### config.mk
export PLATFORM = sky130hd
export DESIGN_NAME = reg_wr_scheduler
export DESIGN_NICKNAME = d
export VERILOG_FILES = /design/src/rtl/reg_wr_scheduler.sv
export SDC_FILE = /design/constraint.sdc
export NUM_CORES = 1
export LEC_CHECK = 0
export BUFFER_PORTS_ARGS = -buffer_cell sky130_fd_sc_hd__buf_2
export CORE_MARGIN = 5
export CORE_UTILIZATION = 42
export CTS_BUF_LIST = sky130_fd_sc_hd__clkbuf_16
export CTS_CLUSTER_DIAMETER = 150
export CTS_CLUSTER_SIZE = 8
export DETAILED_ROUTE_END_ITERATION = 6
export PLACE_DENSITY = 0.79
export SLEW_MARGIN = 40
export SYNTH_ARGS = -nofsm -noshare
export SYNTH_HDL_FRONTEND = slang
export SYNTH_SLANG_ARGS = --single-unit
### constraint.sdc
create_clock -name clk -period 3 [get_ports clk]
set_input_delay 0.9 -clock clk [delete_from_list [all_inputs] [get_ports clk]]
set_output_delay 0.9 -clock clk [all_outputs]
set_load 0.02 [all_outputs]
### src/rtl/reg_wr_scheduler.sv
// Write-port scheduler for the register bank: round-robin arbitration of
// NUM_REQ write producers onto one registered write path, plus a
// pending-write scoreboard that issue logic uses to detect source hazards.
//
// Handshake: requester i transfers on a rising edge where
// req_valid[i] & req_ready[i] are both 1. req_ready depends only on
// req_valid, rr_ptr, wr_stall and rst, never on req_dest/req_data. A
// requester keeps valid, dest and data stable until it sees ready.
module reg_wr_scheduler #(
   parameter int NUM_REQ = 4,
   parameter int DATA_W  = 32,
   parameter int ADDR_W  = 4
) (
   input  logic                        clk,
   input  logic                        rst,
   input  logic [NUM_REQ-1:0]          req_valid,
   output logic [NUM_REQ-1:0]          req_ready,
   input  logic [NUM_REQ*ADDR_W-1:0]   req_dest,
   input  logic [NUM_REQ*DATA_W-1:0]   req_data,
   input  logic                        wr_stall,
   output logic                        wr_en,
   output logic [ADDR_W-1:0]           destination,
   output logic [DATA_W-1:0]           ldr_data,
   input  logic                        pend_set,
   input  logic [ADDR_W-1:0]           pend_dest,
   input  logic                        flush,
   input  logic [ADDR_W-1:0]           src_1_sel,
   input  logic [ADDR_W-1:0]           src_2_sel,
   output logic                        src_1_busy,
   output logic                        src_2_busy,
   output logic [(2**ADDR_W)-1:0]      pend_vec
);

   localparam int PTR_W = (NUM_REQ > 1) ? $clog2(NUM_REQ) : 1;
   localparam int NUM_REGS = 2**ADDR_W;

   logic [PTR_W-1:0]    rr_ptr;
   logic [PTR_W-1:0]    grant_idx;
   logic                grant_found;
   logic                transfer;
   logic [PTR_W-1:0]    rr_ptr_next;
   logic [NUM_REGS-1:0] pend;
   logic [NUM_REGS-1:0] pend_next;

   // Round-robin search starting at rr_ptr; first valid requester wins.
   always_comb begin
      int unsigned idx;
      req_ready   = '0;
      grant_idx   = '0;
      grant_found = 1'b0;
      idx         = 0;
      if (!rst && !wr_stall) begin
         for (int k = 0; k < NUM_REQ; k++) begin
            idx = (int'(rr_ptr) + k) % NUM_REQ;
            if (!grant_found && req_valid[idx]) begin
               grant_found    = 1'b1;
               grant_idx      = PTR_W'(idx);
               req_ready[idx] = 1'b1;
            end
         end
      end
   end

   assign transfer    = grant_found;
   assign rr_ptr_next = (grant_idx == PTR_W'(NUM_REQ - 1)) ? '0 : grant_idx + 1'b1;

   // Scoreboard update: flush, then clear the bit being written, then set;
   // the later step wins when two touch the same bit.
   always_comb begin
      pend_next = pend;
      if (flush)
         pend_next = '0;
      if (wr_en)
         pend_next[destination] = 1'b0;
      if (pend_set)
         pend_next[pend_dest] = 1'b1;
   end

   // Write path register, arbitration pointer and scoreboard state.
   always_ff @(posedge clk) begin
      if (rst) begin
         wr_en       <= 1'b0;
         destination <= '0;
         ldr_data    <= '0;
         rr_ptr      <= '0;
         pend        <= '0;
      end else begin
         wr_en <= transfer;
         pend  <= pend_next;
         if (transfer) begin
            destination <= req_dest[grant_idx*ADDR_W +: ADDR_W];
            ldr_data    <= req_data[grant_idx*DATA_W +: DATA_W];
            rr_ptr      <= rr_ptr_next;
         end
      end
   end

   // Hazard lookups see only the registered scoreboard (no bypass).
   assign src_1_busy = pend[src_1_sel];
   assign src_2_busy = pend[src_2_sel];
   assign pend_vec   = pend;

endmodule

==> key figures, run 1 <==
Outcome
  • Failing checks: negative setup slack
  • Status: complete, but fails checks

STA
  • Fmax: 312 MHz
  • Clk_skew: 6.40 ps
  • Setup TNS: -825 ps
  • Slew Viols, Final: 0
  • Fin crit share: 107%
  • Setup Viol. Count Final: 6
  • Final worst setup slack: -208 ps
  • Least-Margin Pin Slew: 691 ps
  • Rel. slew slack: 53.9%
  • Minimum clock period: 3210 ps
  • Hold slack: 542 ps
  • RSZ-0062 raised after global routing: yes
  • Endpoints failing hold: 0

Clock tree
  • Num CTS Buffers: 5
  • Clk_lat worst skew: 290 ps
  • Clock slew at reported path FFs: 70 ps
  • Max Buffers Root-to-Sink: 2
  • CTS Root Cell: clkbuf_16
  • Hold-fix buffers, CTS: 0
  • CTS Sinks: 55
  • CTS H-Tree Depth: 2
  • CTS tree: yes

Routing
  • 1st-pass router iterations: 5
  • Via count: 4572
  • DR vias/cell: 5.60
  • ANT nets after route: 0
  • Routed WL: 14.6 mm
  • # DRC: 0
  • Wirelength per Cell: 17.9 um
  • Drt first-iter violations: 208

Layout
  • Nets: 855
  • Area of the multi-input gates: 2920 um2
  • Final Util: 61.1%
  • Fillers: 838
  • Area Growth Syn to Fin: 42.1%
  • Share of layout cells above drive strength 1: 60.1%
  • Reg area: 1110 um2
  • Post-route insts no fill: 816

Setup path
  • CP endpoint kind: output port
  • CP Class: in2out
  • Critical Path Start Type: input pin
  • Crit-path max FO: 5
  • Crit path arrival time: 2310 ps
  • R2R depth: 11
  • WP data required: 2100 ps

GRT
  • Remaining Overflow, GRT: 0
  • Vias in the first global route: 4698
  • Tot GR Track Use: 23.4%
  • Pin count of the biggest net entering global routing: 39
  • Global-route wire length before repair: 22.4 mm
  • Initial antenna violation count: 1

Floorplan
  • Core Rows: 36
  • Core area: 9730 um2
  • IO Count: 224
  • Initial core utilization: 43.0%
  • Die Width: 110 um
  • DIE HEIGHT: 110 um
  • Overall die area: 12100 um2

Logic synthesis
  • Synthesized instance count: 453
  • FF+latch count, synth: 55
  • Synth Area in XOR/XNOR: 0.209%
  • Area contributors post-synth: dfxtp_1 (26%), a211oi_2 (21%), a21oi_1 (10%)
  • Main combinational cell family by area after synthesis: compound AO/OA/AOI/OAI gates
  • Top-area cell type share of the netlist area: 26.3%
  • Async SR Flop Fraction: 0%
  • Post-synth top area cell: dfxtp_1
  • Synthesized area per cell: 9.24 um2
  • Post-synthesis mux area share: 7.47%
  • Ys Warns: 0
  • Synth Flop Type: dfxtp_1
  • Post-synth EDFFs: 0
  • Yosys cell types: 49
  • Seq/Total Area, Yosys: 26.3%
  • Adder-Cell Fraction of Synth Area: 2.39%
  • Post-synthesis compound-gate area fraction: 39.1%
  • Synth Area in Simple Gates: 18.2%
  • Cell Area, Synth: 4190 um2
  • Syn nets: 626

Power and ir drop
  • Peak supply drop: 267 uV
  • Pwr dens: 448 nW/um2
  • P_leak: 2.63 nW

Place
  • Gp weighted congestion: 0.941
  • Buffers on Ports: 223
  • Pre-CTS setup slack: -263 ps
  • Hpwl dp: 11.2 mm
  • Cells after DPL: 801

Worst hold path
  • Worst Hold Class: reg2reg
  • Hold Path Depth: 2

Flow run
  • Max-Cap Viols: 0
==> layout by cell type, fill, tap and decap left out, types with 2 or more instances in the layout <==
| cell type | instances |
|---|---|
| buf_6 | 10 |
| nor2_2 | 4 |
| a211oi_1 | 3 |
| a21oi_1 | 84 |
| a22oi_2 | 3 |
| o311ai_0 | 3 |
| a221oi_2 | 4 |
| nand3b_1 | 4 |
| o211ai_1 | 8 |
| o21ai_1 | 2 |
| clkbuf_16 | 5 |
| inv_2 | 3 |
| nand3_1 | 7 |
| nor2_1 | 17 |
| mux4_2 | 13 |
| and2_4 | 33 |
| nand2_1 | 47 |
| nor3_1 | 2 |
| o22ai_1 | 2 |
| nand2b_1 | 4 |
| buf_8 | 4 |
| a21oi_4 | 2 |
| buf_2 | 209 |
| nor2b_1 | 2 |
| ha_1 | 7 |
| a32oi_1 | 6 |
| buf_12 | 7 |
| and2_1 | 3 |
| nor3b_1 | 2 |
| buf_4 | 32 |
| mux2i_1 | 2 |
| a211oi_2 | 69 |
| dfxtp_1 | 53 |
==> repair_timing <==
item	CTS	global route
gates cloned	1	0
setup endpoints to repair	6	6
setup buffers	4	2
pin swaps	12	7
resized for setup	32	6
==> metal layers <==
layer	global-route usage, %	share of wire, %	vias to the layer above
met3	6.58	10	21
met5	0	0	-
li1	-	-	2162
met1	27.0	37	2142
met4	7.21	2.0	0
met2	41.7	51	247
==> critical path, stage by stage <==
cell and delay (ps):
buf_8 100, mux4_2 570, nor2b_4 230, a22oi_1 90, nor2_1 140, a221oi_2 50
nor2_2 100, buf_6 130
==> synthesized netlist by cell type, types with 3 or more instances <==
master	instances
buf_6	8
o211ai_1	8
a32oi_1	6
mux4_2	13
o311ai_0	3
a211oi_2	69
clkbuf_1	13
and2_4	33
nand2_1	47
nand3_1	7
ha_1	8
buf_2	13
nand2b_1	4
nand3b_1	4
buf_4	5
nor2_1	21
and2_1	3
dfxtp_1	55
a211oi_1	3
inv_1	3
a221oi_1	4
a22oi_1	4
a21oi_1	85
==> flip-flops by register name, summed over array words and instances, names as in the netlist <==
signal	cells
pend_vec	16
rr_ptr	2
destination	4
wr_en	1
ldr_data	32
==> cell type report <==
cell class	instances	area share [%]
multi-input combinational	353	49.1
timing repair buffer	262	26.9
sequential	55	18.6
tap	133	2.80
clock buffer	5	2.10
inverter	5	0.358
clock inverter	2	0.147
antenna	1	0.0421
==> through the flow <==
stage / power (mW) / cell area (um2)
floorplan: 1.65 / 4230
global route: 2.81 / 5950
CTS: 2.65 / 5910
detailed placement: 2.03 / 5590
finish: 2.67 / 5950
global placement: 2.00 / 5590
==> where the power goes <==
part           internal [mW]  leakage, nW  total, mW  switching, mW
clock                  0.301       0.0671      0.556          0.255
combinational          0.561         2.11       1.24          0.675
sequential             0.814        0.457      0.874         0.0600
total                   1.68         2.63       2.67          0.990
==> logic make-up (layout without fill, tap and decap cells) <==
| logic type | Yosys count | after routing |
|---|---|---|
| buffers and inverters | 46 | 274 |
| xor gates and xnor gates | 1 | 1 |
| and+or+nand+nor | 133 | 133 |
| DFF | 55 | 55 |
| adders and majority gates | 8 | 8 |
| muxes | 15 | 16 |
| AOI/OAI and AO/OA | 195 | 195 |
| other | 0 | 1 |
==> worst paths after layout <==
kind	from	to	slack [ps]
worst min register to register	pend_vec[3]$_SDFF_PP0_	pend_vec[3]$_SDFF_PP0_	540
worst min-delay path	pend_vec[3]$_SDFF_PP0_	pend_vec[3]$_SDFF_PP0_	540
worst max-delay path	req_valid[2]	req_ready[0]	-210
worst max register to register	rr_ptr[1]$_SDFFE_PP0P_	ldr_data[18]$_SDFFE_PP0P_	280
No activity file was read; power rests on OpenSTA's default activity.
==> run 2: changes to the inputs <==
--- a/config.mk
+++ b/config.mk
@@ -6,10 +6,10 @@
 export NUM_CORES = 1
 export LEC_CHECK = 0
 export BUFFER_PORTS_ARGS = -buffer_cell sky130_fd_sc_hd__buf_2
+export CORE_ASPECT_RATIO = 0.8
 export CORE_MARGIN = 5
 export CORE_UTILIZATION = 42
 export CTS_BUF_LIST = sky130_fd_sc_hd__clkbuf_16
-export CTS_CLUSTER_DIAMETER = 150
 export CTS_CLUSTER_SIZE = 8
 export DETAILED_ROUTE_END_ITERATION = 6
 export PLACE_DENSITY = 0.79
==> run 2 against run 1 <==
  * The flow still finishes with violations (negative setup slack)
  * Core utilization down 0.30 points
  * Clock skew about the same
  * Combinational power down 3%
  * Via count down 0.33%
  * Total power about the same
  * Sequential power about the same
  * Routed wire length down 0.84%
  * Critical path depth unchanged
  * First-iteration DRC count up 38%
  * Die area about the same
  * Fmax down 0.52%
==> key figures, run 2 (synthesis results as in run 1) <==
STA
  • Rel. slew slack: 54.2% (+0.39 points)
  • Endpoints failing hold: 0 (unchanged)
  • Clk_skew: 6.81 ps (+0.410 ps)
  • Setup TNS: -831 ps (-6.22 ps)
  • RSZ-0062 raised after global routing: yes
  • Setup Viol. Count Final: 6 (unchanged)
  • Final worst setup slack: -224 ps (-16.8 ps)
  • Fmax: 310 MHz (-0.52%)
  • Slew Viols, Final: 0 (unchanged)
  • Least-Margin Pin Slew: 685 ps (-5.84 ps)
  • Minimum clock period: 3220 ps (+16.8 ps)
  • Fin crit share: 107% (+0.56 points)

Routing
  • Met2 WL: 7.48 mm (+0.82%)
  • DR vias/cell: 5.57 (-0.57%)
  • Via count: 4557 (-0.33%)
  • Met3 wire len: 1.02 mm (-32%)
  • 1st-pass router iterations: 4 (-1)
  • DR top layer: met5
  • ANT nets after route: 0 (unchanged)
  • # DRC: 0 (unchanged)
  • Routed WL: 14.5 mm (-0.84%)
  • Drt first-iter violations: 288 (+38%)
  • Met1 wire length: 5.71 mm (+5.9%)
  • Wirelength per Cell: 17.7 um (-1.1%)

Floorplan
  • Core area: 9690 um2 (-0.41%)
  • IO Count: 224 (unchanged)
  • Overall die area: 12100 um2 (about the same)
  • Die Width: 122 um (+11%)
  • DIE HEIGHT: 99.3 um (-9.6%)
  • Initial core utilization: 43.2% (+0.18 points)
  • Core Rows: 32 (-11%)

Worst hold path
  • Worst Hold Class: reg2reg
  • Hold Path Depth: 2 (unchanged)

Power and ir drop
  • Pwr dens: 452 nW/um2 (+0.93%)
  • Peak supply drop: 234 uV (-12%)
  • P_leak: 2.60 nW (-1.1%)

Clock tree
  • CTS Sinks: 55 (unchanged)
  • CTS Root Cell: clkbuf_16
  • Clk_lat worst skew: 290 ps (about the same)
  • CTS tree: yes
  • Num CTS Buffers: 5 (unchanged)
  • CTS H-Tree Depth: 2 (unchanged)
  • Max Buffers Root-to-Sink: 2 (unchanged)
  • Clock slew at reported path FFs: 70 ps (about the same)

Place
  • Gp weighted congestion: 0.840 (-11%)
  • Buffers on Ports: 223 (unchanged)
  • Hpwl dp: 11.4 mm (+1.5%)

Layout
  • Largest register FFs: 32 (unchanged)
  • Most frequent cells in the layout: buf_2 (209), a21oi_1 (84), a211oi_2 (69)
  • Nets: 853 (-0.23%)
  • Area Growth Syn to Fin: 40.8%
  • Most common cell after layout, fill and taps aside: buf_2
  • Fillers: 823 (-1.8%)
  • Share of layout cells above drive strength 1: 60.4% (+0.24 points)
  • Biggest register: ldr_data
  • Final Util: 60.8% (-0.30 points)

Setup path
  • Crit path arrival time: 2320 ps (about the same)
  • CP endpoint kind: output port
  • Reg2Reg Setup Slack: 270 ps (about the same)
  • CP Class: in2out
  • R2R depth: 10 (-1)
  • Crit-path max FO: 5 (unchanged)
  • WP data required: 2100 ps (about the same)
  • Critical Path Start Type: input pin

Outcome
  • Failing checks: negative setup slack
  • Status: complete, but fails checks

GRT
  • Remaining Overflow, GRT: 0 (unchanged)
  • Initial antenna violation count: 2 (+1)
  • Pin count of the biggest net entering global routing: 38 (-2.6%)
  • Vias in the first global route: 4696 (-0.043%)
  • Tot GR Track Use: 23.1% (-0.29 points)
  • Global-route wire length before repair: 23.0 mm (+2.5%)

Flow run
  • Max-Cap Viols: 0 (unchanged)
-- run 2: area by class of cell --
type                            count  area (um2)  share of cell area (%)
Sequential cell                    55        1110                    18.8
Inverter                            5        21.3                   0.361
Tap cell                          136         170                    2.89
Clock buffer                        5         125                    2.12
Antenna cell                        1        2.50                  0.0424
Multi-Input combinational cell    352        2900                    49.1
Timing Repair Buffer              261        1560                    26.4
Clock inverter                      3        18.8                   0.318
-- run 2: per-stage QoR --
stage                     cells  cell area (um2)  power [mW]  hold WS (ps)  setup WS, ps
final                       818             5900        2.67           524          -224
after global routing        818             5900        2.82           566          -321
after CTS                   816             5860        2.66           526          -174
after detailed placement    807             5580        2.03           516          -284
after global placement      807             5580        1.99           508          -251
after floorplan             453             4230        1.65           586          -125
-- run 2: report_power, final --
part / leakage (nW) / internal (mW) / switching, mW / total (mW)
clock network: 0.0701 / 0.309 / 0.277 / 0.587
registers: 0.457 / 0.814 / 0.0620 / 0.876
logic: 2.08 / 0.542 / 0.662 / 1.20
total: 2.60 / 1.66 / 1.00 / 2.67
-- run 2: critical path, cell delays in order --
cell and delay (ps):
buf_6 100, mux4_2 500, nor2b_4 170, a22oi_2 160, nor2_2 70, a221oi_2 200
nor2_2 80, buf_6 150
-- run 2: worst paths after layout --
check	endpoint	start
worst max-delay path	req_ready[1]	req_valid[1]
worst min register to register	pend_vec[15]$_SDFF_PP0_	pend_vec[15]$_SDFF_PP0_
worst max register to register	ldr_data[2]$_SDFFE_PP0P_	rr_ptr[0]$_SDFFE_PP0P_
worst min-delay path	pend_vec[15]$_SDFF_PP0_	pend_vec[15]$_SDFF_PP0_
-- run 2: per-layer routing --
metal	GRT usage [%]	vias up
met5	0	-
met4	5.94	2
met3	4.83	22
met2	42.0	212
met1	27.7	2162
li1	-	2159
-- run 2: timing repair --
item / CTS / global route
endpoints found under the setup margin: 6 / 8
resized for setup: 30 / 7
hold buffers: 0 / 0
pin swaps: 3 / 4
setup buffers: 1 / 1
